## src/rtl/rv_mem_pkg.sv

```systemverilog
// Shared types for the load/store unit: FSM states, funct3 size codes, timeout counter width.
// Pure declarations; no latency or flow control of its own.
package rv_mem_pkg;

  typedef enum logic [1:0] {
    ST_IDLE = 2'd0,
    ST_REQ  = 2'd1,
    ST_DONE = 2'd2
  } mau_state_t;

  localparam int FUNCT3_W  = 3;
  localparam int SIZE_W    = 2;
  localparam int TIMEOUT_W = 8;

  localparam logic [SIZE_W-1:0] SZ_B = 2'b00;
  localparam logic [SIZE_W-1:0] SZ_H = 2'b01;
  localparam logic [SIZE_W-1:0] SZ_W = 2'b10;

  // Lanes past byte 3 fall off the 4-bit shift, which is how misaligned halves get truncated.
  function automatic logic [3:0] store_strobe(input logic [SIZE_W-1:0] size, input logic [1:0] offset);
    logic [3:0] strb;
    case (size)
      SZ_B:    strb = 4'b0001 << offset;
      SZ_H:    strb = 4'b0011 << offset;
      default: strb = 4'b1111;
    endcase
    return strb;
  endfunction

endpackage

```

## src/rtl/load_data_aligner.sv

```systemverilog
// Extracts the addressed byte/half from a bus word and sign- or zero-extends it per funct3.
// Purely combinational; no flow control.
module load_data_aligner
  import rv_mem_pkg::*;
(
  input  logic [31:0]         i_word,
  input  logic [1:0]          i_offset,
  input  logic [FUNCT3_W-1:0] i_funct3,
  output logic [31:0]         o_data
);

  logic [31:0] w_shifted;
  logic        w_signed;

  assign w_shifted = i_word >> {i_offset, 3'b000};
  assign w_signed  = ~i_funct3[2];

  always_comb begin
    o_data = i_word;
    case (i_funct3[1:0])
      SZ_B:    o_data = {{24{w_signed & w_shifted[7]}}, w_shifted[7:0]};
      SZ_H:    o_data = {{16{w_signed & w_shifted[15]}}, w_shifted[15:0]};
      default: o_data = i_word;
    endcase
  end

endmodule

```

## src/rtl/memory_access_unit.sv

```systemverilog
// Multicycle load/store unit: one bus transaction per request, with timeout and illegal-request faults; MISALIGN_TRAP_EN makes misaligned H/W faults.
// Latency: req_done 2 cycles after accept at best (1 for illegal); bus_valid held until bus_ready or timeout.
module memory_access_unit
  import rv_mem_pkg::*;
#(
  parameter int TIMEOUT_CYCLES = 255
) (
  input  logic        clk,
  input  logic        reset,
  input  logic        req_valid,
  input  logic        req_write,
  input  logic [31:0] req_addr,
  input  logic [31:0] req_wdata,
  input  logic [2:0]  req_type,
  output logic        busy,
  output logic        req_done,
  output logic [31:0] rdata,
  output logic        fault,
  output logic        bus_valid,
  input  logic        bus_ready,
  output logic        bus_write,
  output logic [31:0] bus_addr,
  output logic [3:0]  bus_wstrb,
  output logic [31:0] bus_wdata,
  input  logic [31:0] bus_rdata
);

  mau_state_t r_state;
  mau_state_t w_next;

  logic [TIMEOUT_W-1:0] r_cnt;
  logic                 r_write;
  logic [1:0]           r_offset;
  logic [FUNCT3_W-1:0]  r_funct3;
  logic                 r_fault;
  logic [31:0]          r_rdata;
  logic                 r_bus_write;
  logic [31:0]          r_bus_addr;
  logic [3:0]           r_bus_wstrb;
  logic [31:0]          r_bus_wdata;

  logic        w_accept;
  logic        w_fault_next;
  logic        w_illegal;
  logic        w_misalign;
  logic        w_timeout;
  logic [3:0]  w_wstrb;
  logic [31:0] w_wdata;
  logic [31:0] w_load;

`ifdef MISALIGN_TRAP_EN
  assign w_misalign = ((req_type[1:0] == SZ_H) && req_addr[0]) ||
                      ((req_type[1:0] == SZ_W) && (req_addr[1:0] != 2'b00));
`else
  assign w_misalign = 1'b0;
`endif

  assign w_illegal = (req_write ? (req_type[1:0] == 2'b11)
                                : (req_type == 3'b011 || req_type == 3'b110 || req_type == 3'b111))
                     || w_misalign;

  // r_cnt holds REQ cycles already spent, so this fires on the TIMEOUT_CYCLES-th one.
  assign w_timeout = (r_cnt == TIMEOUT_W'(TIMEOUT_CYCLES - 1));

  always_comb begin
    w_wstrb = 4'b0000;
    w_wdata = req_wdata;
    if (req_write) begin
      w_wstrb = store_strobe(req_type[1:0], req_addr[1:0]);
      case (req_type[1:0])
        SZ_B:    w_wdata = {4{req_wdata[7:0]}};
        SZ_H:    w_wdata = {2{req_wdata[15:0]}};
        default: w_wdata = req_wdata;
      endcase
    end
  end

  always_comb begin
    w_next       = r_state;
    w_accept     = 1'b0;
    w_fault_next = 1'b0;
    case (r_state)
      ST_IDLE: begin
        if (req_valid) begin
          w_accept     = 1'b1;
          w_next       = w_illegal ? ST_DONE : ST_REQ;
          w_fault_next = w_illegal;
        end
      end
      ST_REQ: begin
        if (bus_ready) begin
          w_next = ST_DONE;
        end else if (w_timeout) begin
          w_next       = ST_DONE;
          w_fault_next = 1'b1;
        end
      end
      ST_DONE: w_next = ST_IDLE;
      default: w_next = ST_IDLE;
    endcase
  end

  always_ff @(posedge clk) begin
    if (reset) begin
      r_state <= ST_IDLE;
    end else begin
      r_state <= w_next;
    end
  end

  always_ff @(posedge clk) begin
    if (reset) begin
      r_cnt       <= '0;
      r_write     <= 1'b0;
      r_offset    <= 2'b00;
      r_funct3    <= '0;
      r_fault     <= 1'b0;
      r_rdata     <= '0;
      r_bus_write <= 1'b0;
      r_bus_addr  <= '0;
      r_bus_wstrb <= 4'b0000;
      r_bus_wdata <= '0;
    end else begin
      r_fault <= w_fault_next;
      if (r_state == ST_REQ) begin
        r_cnt <= r_cnt + 1'b1;
      end else begin
        r_cnt <= '0;
      end
      if (w_accept) begin
        r_write     <= req_write;
        r_offset    <= req_addr[1:0];
        r_funct3    <= req_type;
        r_bus_write <= req_write;
        r_bus_addr  <= {req_addr[31:2], 2'b00};
        r_bus_wstrb <= w_wstrb;
        r_bus_wdata <= w_wdata;
      end
      if ((r_state == ST_REQ) && bus_ready && !r_write) begin
        r_rdata <= w_load;
      end
    end
  end

  load_data_aligner u_aligner (
    .i_word   (bus_rdata),
    .i_offset (r_offset),
    .i_funct3 (r_funct3),
    .o_data   (w_load)
  );

  assign busy      = (r_state == ST_REQ) || (r_state == ST_DONE);
  assign req_done  = (r_state == ST_DONE);
  assign fault     = r_fault;
  assign rdata     = r_rdata;
  assign bus_valid = (r_state == ST_REQ);
  assign bus_write = r_bus_write;
  assign bus_addr  = r_bus_addr;
  assign bus_wstrb = r_bus_wstrb;
  assign bus_wdata = r_bus_wdata;

endmodule

```

## config.mk

```make
export PLATFORM = sky130hd
export DESIGN_NAME = memory_access_unit
export DESIGN_NICKNAME = d
export VERILOG_FILES = /design/src/rtl/rv_mem_pkg.sv /design/src/rtl/load_data_aligner.sv /design/src/rtl/memory_access_unit.sv
export SDC_FILE = /design/constraint.sdc
export NUM_CORES = 1
export LEC_CHECK = 0
export BUFFER_PORTS_ARGS = -buffer_cell sky130_fd_sc_hd__buf_2
export CORE_AREA = 2 2 106 108
export CTS_CLUSTER_SIZE = 16
export DETAILED_ROUTE_END_ITERATION = 7
export DIE_AREA = 0 0 108 110
export PLACE_DENSITY = 0.8
export SYNTH_ARGS = -nofsm -noshare
export SYNTH_HDL_FRONTEND = slang
export SYNTH_SLANG_ARGS = --single-unit
```

## constraint.sdc

```tcl
create_clock -name clk -period 1.96 [get_ports clk]
set_input_delay 0.392 -clock clk [delete_from_list [all_inputs] [get_ports clk]]
set_output_delay 0.392 -clock clk [all_outputs]
set_load 0.1 [all_outputs]
```

Word-level counts from Yosys, hierarchy flattened:

Cells that the tools add are included.

* add/sub/neg operators: 1
* multipliers: 0
* divide/modulo/power cells: 0
* $lt $le $gt $ge: 0
* equality and inequality tests: 11
* shift operators: 3
* multiplexer cells: 17
* bitwise logic cells: 4
* reduce and logical (&&, ||, !) cells: 11

Operator list (number)
* 32-bit case mux with 2 select lines: 2
* 32-bit 2-to-1 mux: 1
* 32-bit by 5-bit >> shifter with 16-bit output: 1
* 8-bit by 1-bit adder with 8-bit output, second input constant: 1
* 8-bit == test, second input constant: 1
* 2-bit 2-to-1 mux: 4
* 4-bit case mux with 2 select lines: 1
* 2-bit by 1-bit == test with 1-bit output, second input constant: 3
* 3-bit == test, second input constant: 2
* 2-bit zero test: 3
* 1-bit 2-to-1 mux: 6
* 2-bit == test, second input constant: 2
* 4-bit 2-to-1 mux: 1
* 2-bit case mux with 2 select lines: 1
* 1-bit by 2-bit left shift with 4-bit output, first input constant: 1
* 2-bit by 2-bit left shift with 4-bit output, first input constant: 1
* 3-bit by 2-bit == test with 1-bit output, second input constant: 1
* 1-bit logical OR: 3
* 3-bit by 1-bit inequality test with 1-bit output, second input constant: 1
* 1-bit bitwise AND: 2
* 1-bit logical AND: 2
* 2-bit inequality test, second input constant: 1
* 1-bit inverter: 2
* 1-bit case mux with 2 select lines: 1
* 3 further kinds: 3

* register bits: 115
* latch bits: 0
* memory bits (writable): 0
* ROM bits: 0
* memories kept: 0

Depth between registers and ports, before layout:

* depth in word-level cells: 7
* gate-level depth with buffers: 8
* depth with buffers taken out: 6

Cells and area by module:

A second synthesis with hierarchy kept.

* cell total of the unflattened synthesis: 659
* area, all modules: 5201.2 sq um

By module, submodules not included
* memory_access_unit: instances 1, cells an instance 546, area an instance 4460.5 sq um
* load_data_aligner: instances 1, cells an instance 113, area an instance 740.7 sq um

Worst setup path after synthesis:

No wires, ideal clock.

* kind: reg-to-reg
* start: register r_state[1]
* end: register r_rdata[28] (netlist: rdata[28])
* setup time: 0.145 ns
* data arrival time: 2.235 ns
* data required time: 1.815 ns
* slack: -0.420 ns
* stages on the path, launching flop included: 9
* path buffers: 2
* path through: dfxtp_1 inv_1 ha_1 nand2_1 or2_2 clkbuf_1 clkbuf_1 a21oi_1 a211oi_2

* cells in the longest elaborated chain, start to end: 3

RTL lines
* start, declared: line memory_access_unit.sv:28 `mau_state_t r_state;`
* start signal, assigned: line memory_access_unit.sv:107 `r_state <= w_next;`
* 2-bit by 1-bit == test with 1-bit output
* named net bus_valid: line memory_access_unit.sv:19 `output logic bus_valid,`
* 1-bit logical AND (2 in series): line memory_access_unit.sv:139 `if ((r_state == ST_REQ) && bus_ready && !r_write) begin`
* end signal, assigned: line memory_access_unit.sv:140 `r_rdata <= w_load;`
* end, declared: line memory_access_unit.sv:36 `logic [31:0] r_rdata;`

The timed path passes the listed nets, and every way through them passes these cells.
A chain may end at the register's enable or synchronous reset.

Final worst setup path:

* start: register r_state[1]
* end: output port busy

* cells in the longest elaborated chain, start to end: 2
* elaborated cells on any way between the ends: 3

RTL lines
* 2-bit by 1-bit == test with 1-bit output / 2-bit == test (equally long branches): line memory_access_unit.sv:152 `assign busy = (r_state == ST_REQ) || (r_state == ST_DONE);`
* 1-bit logical OR (*): line memory_access_unit.sv:152
* end, declared: line memory_access_unit.sv:15 `output logic busy,`

Mark *: on every way between the ends. The rest lies on a longest branch, timed or not.

==> reports/qor.yml <==
grt:
  grt_max_degree: 56
  globalRouteOverflowTotal: 0
  antenna_found_initial: 0
  grt_pass1_wl_um: 23700
  grt_use_total: 0.255
  grt_pass1_vias: 5019
timing:
  slew_headroom: 0.601
  worst_pin_slew_ns: 0.598
  finClkSkew_ns: 0.00507
  hold_viol: 0
  hold_ws_ns: 0.122
  finalCritPeriodShare: 0.951
  setup_viol: 0
  period_needed_ns: 1.86
  slew_viol_final: 0
  rsz0062_at_grt: "no"
  max_freq_mhz: 537
setup_path:
  crit_chain: "inv_1, ha_1, buf_12"
  crit_fanout: 3
  setup.worst_path.start_class: "flop"
  critPathCaptureType: "output pin"
  crit_slowest_cell: "dfxtp_1"
  required_ns: 1.57
  cp_data_arrival_time_ns: 1.47
  crit_type: "reg2out"
  r2r_end: "rdata[12]"
  rr_worst_depth: 6
  slowest_delay_ns: 0.35
  r2r_start: "r_state[1]"
  reg2reg_slack_ns: 0.14
floorplan:
  start_util: 0.484
  core_um2: 10700
  top_level_ports: 209
  die_x_um: 108
  die_h_um: 110
  die-area_um2: 11900
  num_rows: 38
yosys:
  synth_area_leaders: "dfxtp_1 44%, nand2_1 9.6%, a21oi_1 9.2%"
  yosysMostFrequentCell: "nand2_1"
  synthDistinctLibCells: 41
  synth_edf_count: 0
  syn_area_um2: 5170
  syn_area_per_cell_um2: 8.25
  synth_flop_cell: "dfxtp_1"
  async_reset_ff_frac: 0
  ys_warn_count: 0
  synthTopCellsByCount: "132 x nand2_1, 115 x dfxtp_1, 95 x a21oi_1, 50 x nor2_1"
  yosys_register_bits: 115
  synth_largest_area_cell: "dfxtp_1"
  synth_top_area_share: 0.445
  ys_seq_area_frac: 0.445
  synthCells: 627
hold_path:
  holdPathStages: 3
  hp-class: "in2reg"
  holdCritStartpoint: "req_addr[27]"
  min_to: "bus_addr[27]"
route:
  top_layer_used: "met4"
  wl_met2_um: 7740
  drt-initial-drc-count: 323
  vias_per_cell: 5.43
  met3_length_um: 1130
  final_antenna_net_count: 0
  wl_per_cell_um: 15.9
  vias: 5211
  wirelength_met1_um: 6090
  drc: 0
  first_pass_iters: 4
  postRouteWirelength_um: 15300
power:
  p_per_area_nw_per_um2: 1140
  irDropWorstVdd_uv: 718
  power_leakage_nw: 3.00
final_layout:
  final_nets: 920
  area_delta_synth_final_pct: 33.3
  drive_above_1_share: 0.328
  final_util: 0.645
  fillers: 906
  n_antenna_cell: 0
  final_cell_count_no_fill: 959
  design_area_um2: 6900
placement:
  place_inst: 932
  hpwl_um: 11100
  place_congestion: 0.885
  dpl_cell_area_um2: 6320
  port_buffers: 206
outcome:
  status: "finished clean"
clock_network:
  clk_path_buf_depth: 2
  clock_sinks: 115
  cts_tree: "yes"
  numCtsBuffers: 17
  clk_pin_slew_worst_paths_ns: 0.06
  postCtsSetupRepairBufs: 0
  cts_root_buffer: "clkbuf_8"
  cts.htree.levels: 4
  cts_hold_buf: 0
  clk_latency_ns: 0.50
flow_run:
  drv_cap: 0
cells by family (layout without fill, tap and decap cells):
family                   after synthesis  after routing  share of synthesized area
AND/OR/NAND/NOR                      218            218                      0.176
XOR/XNOR                               4              4                    0.00677
multiplexers                          35             35                     0.0677
other                                  1              2                   0.000725
adder cells (fa/ha/maj)                5              5                     0.0121
flip-flops                           115            115                      0.445
AO/OA/AOI/OAI                        189            189                      0.240
buffers and inverters                 60            251                     0.0520
state kept, by name, summed over array words and instances (netlist names):
| name | cells |
|---|---|
| bus_addr | 30 |
| bus_wdata | 32 |
| bus_write | 1 |
| bus_wstrb | 4 |
| fault | 1 |
| r_cnt | 8 |
| r_funct3 | 3 |
| r_offset | 2 |
| r_state | 2 |
| rdata | 32 |
worst max-delay path by stage:
stage                           end  slack [ns]  cells after the start           from
after floorplan           rdata[28]        0.12                      8     r_state[1]
after global placement    rdata[22]       -0.01                      6  bus_rdata[31]
after detailed placement  rdata[16]       -0.04                      6  bus_rdata[31]
after CTS                 rdata[25]       0.001                      5    r_funct3[0]
after global routing           busy        0.01                      3     r_state[1]
final                          busy         0.1                      3     r_state[1]
per-stage QoR:
stage / worst slack [ns] / power (mW) / setup TNS [ns]
5_1_grt: 0.00974 / 8.18 / 0
3_3_place_gp: -0.0135 / 4.97 / -0.0874
2_1_floorplan: 0.118 / 4.53 / 0
6_report: 0.0966 / 7.86 / 0
4_1_cts: 0.00109 / 7.90 / 0
3_5_place_dp: -0.0383 / 5.02 / -0.261
layout make-up:
type,instances,area [um2],area share
inverters,4,15.0,0.00218
well taps,140,175,0.0254
multi-input cells,453,2640,0.382
flip-flops and latches,115,2300,0.334
clock buffers,20,455,0.0660
clock inverters,7,85.1,0.0123
repair buffers,220,1220,0.178
layout by cell type, fill, tap and decap left out, drive strengths merged, types with 3 or more instances in the layout:
| cell type | instances |
|---|---|
| a211oi | 34 |
| a21oi | 96 |
| a2bb2o | 7 |
| a2bb2oi | 7 |
| buf | 219 |
| clkbuf | 21 |
| clkinv | 5 |
| dfxtp | 115 |
| ha | 5 |
| inv | 4 |
| mux2i | 35 |
| nand2 | 132 |
| nand2b | 9 |
| nand3 | 6 |
| nand3b | 7 |
| nor2 | 51 |
| nor2b | 4 |
| o211ai | 16 |
| o21ai | 15 |
| o221ai | 7 |
| xor2 | 3 |
timing repair:
| action | CTS | global route |
|---|---|---|
| pin swaps | 0 | 0 |
| gates resized for setup | 3 | 6 |
| setup endpoints to repair | 2 | 11 |
power by group:
group	switching, mW	total [mW]	internal, mW	leakage, nW
combinational	1.87	2.40	0.522	1.78
sequential	0.0971	2.61	2.52	0.941
clock	0.994	2.85	1.86	0.274
worst max-delay path: cells and delay by family (launching register included):
family	cells	cell delay, ns
flip-flops	1	0.35
adder cells (fa/ha/maj)	1	0.34
buffers and inverters	2	0.27
metal layers:
metal  vias to the layer above  track usage
met4                         0        0.122
met2                       216        0.446
met1                      2420        0.287
met5                         -            0
met3                        27       0.0752
li1                       2548            -
(Power assumes the default switching activity.)
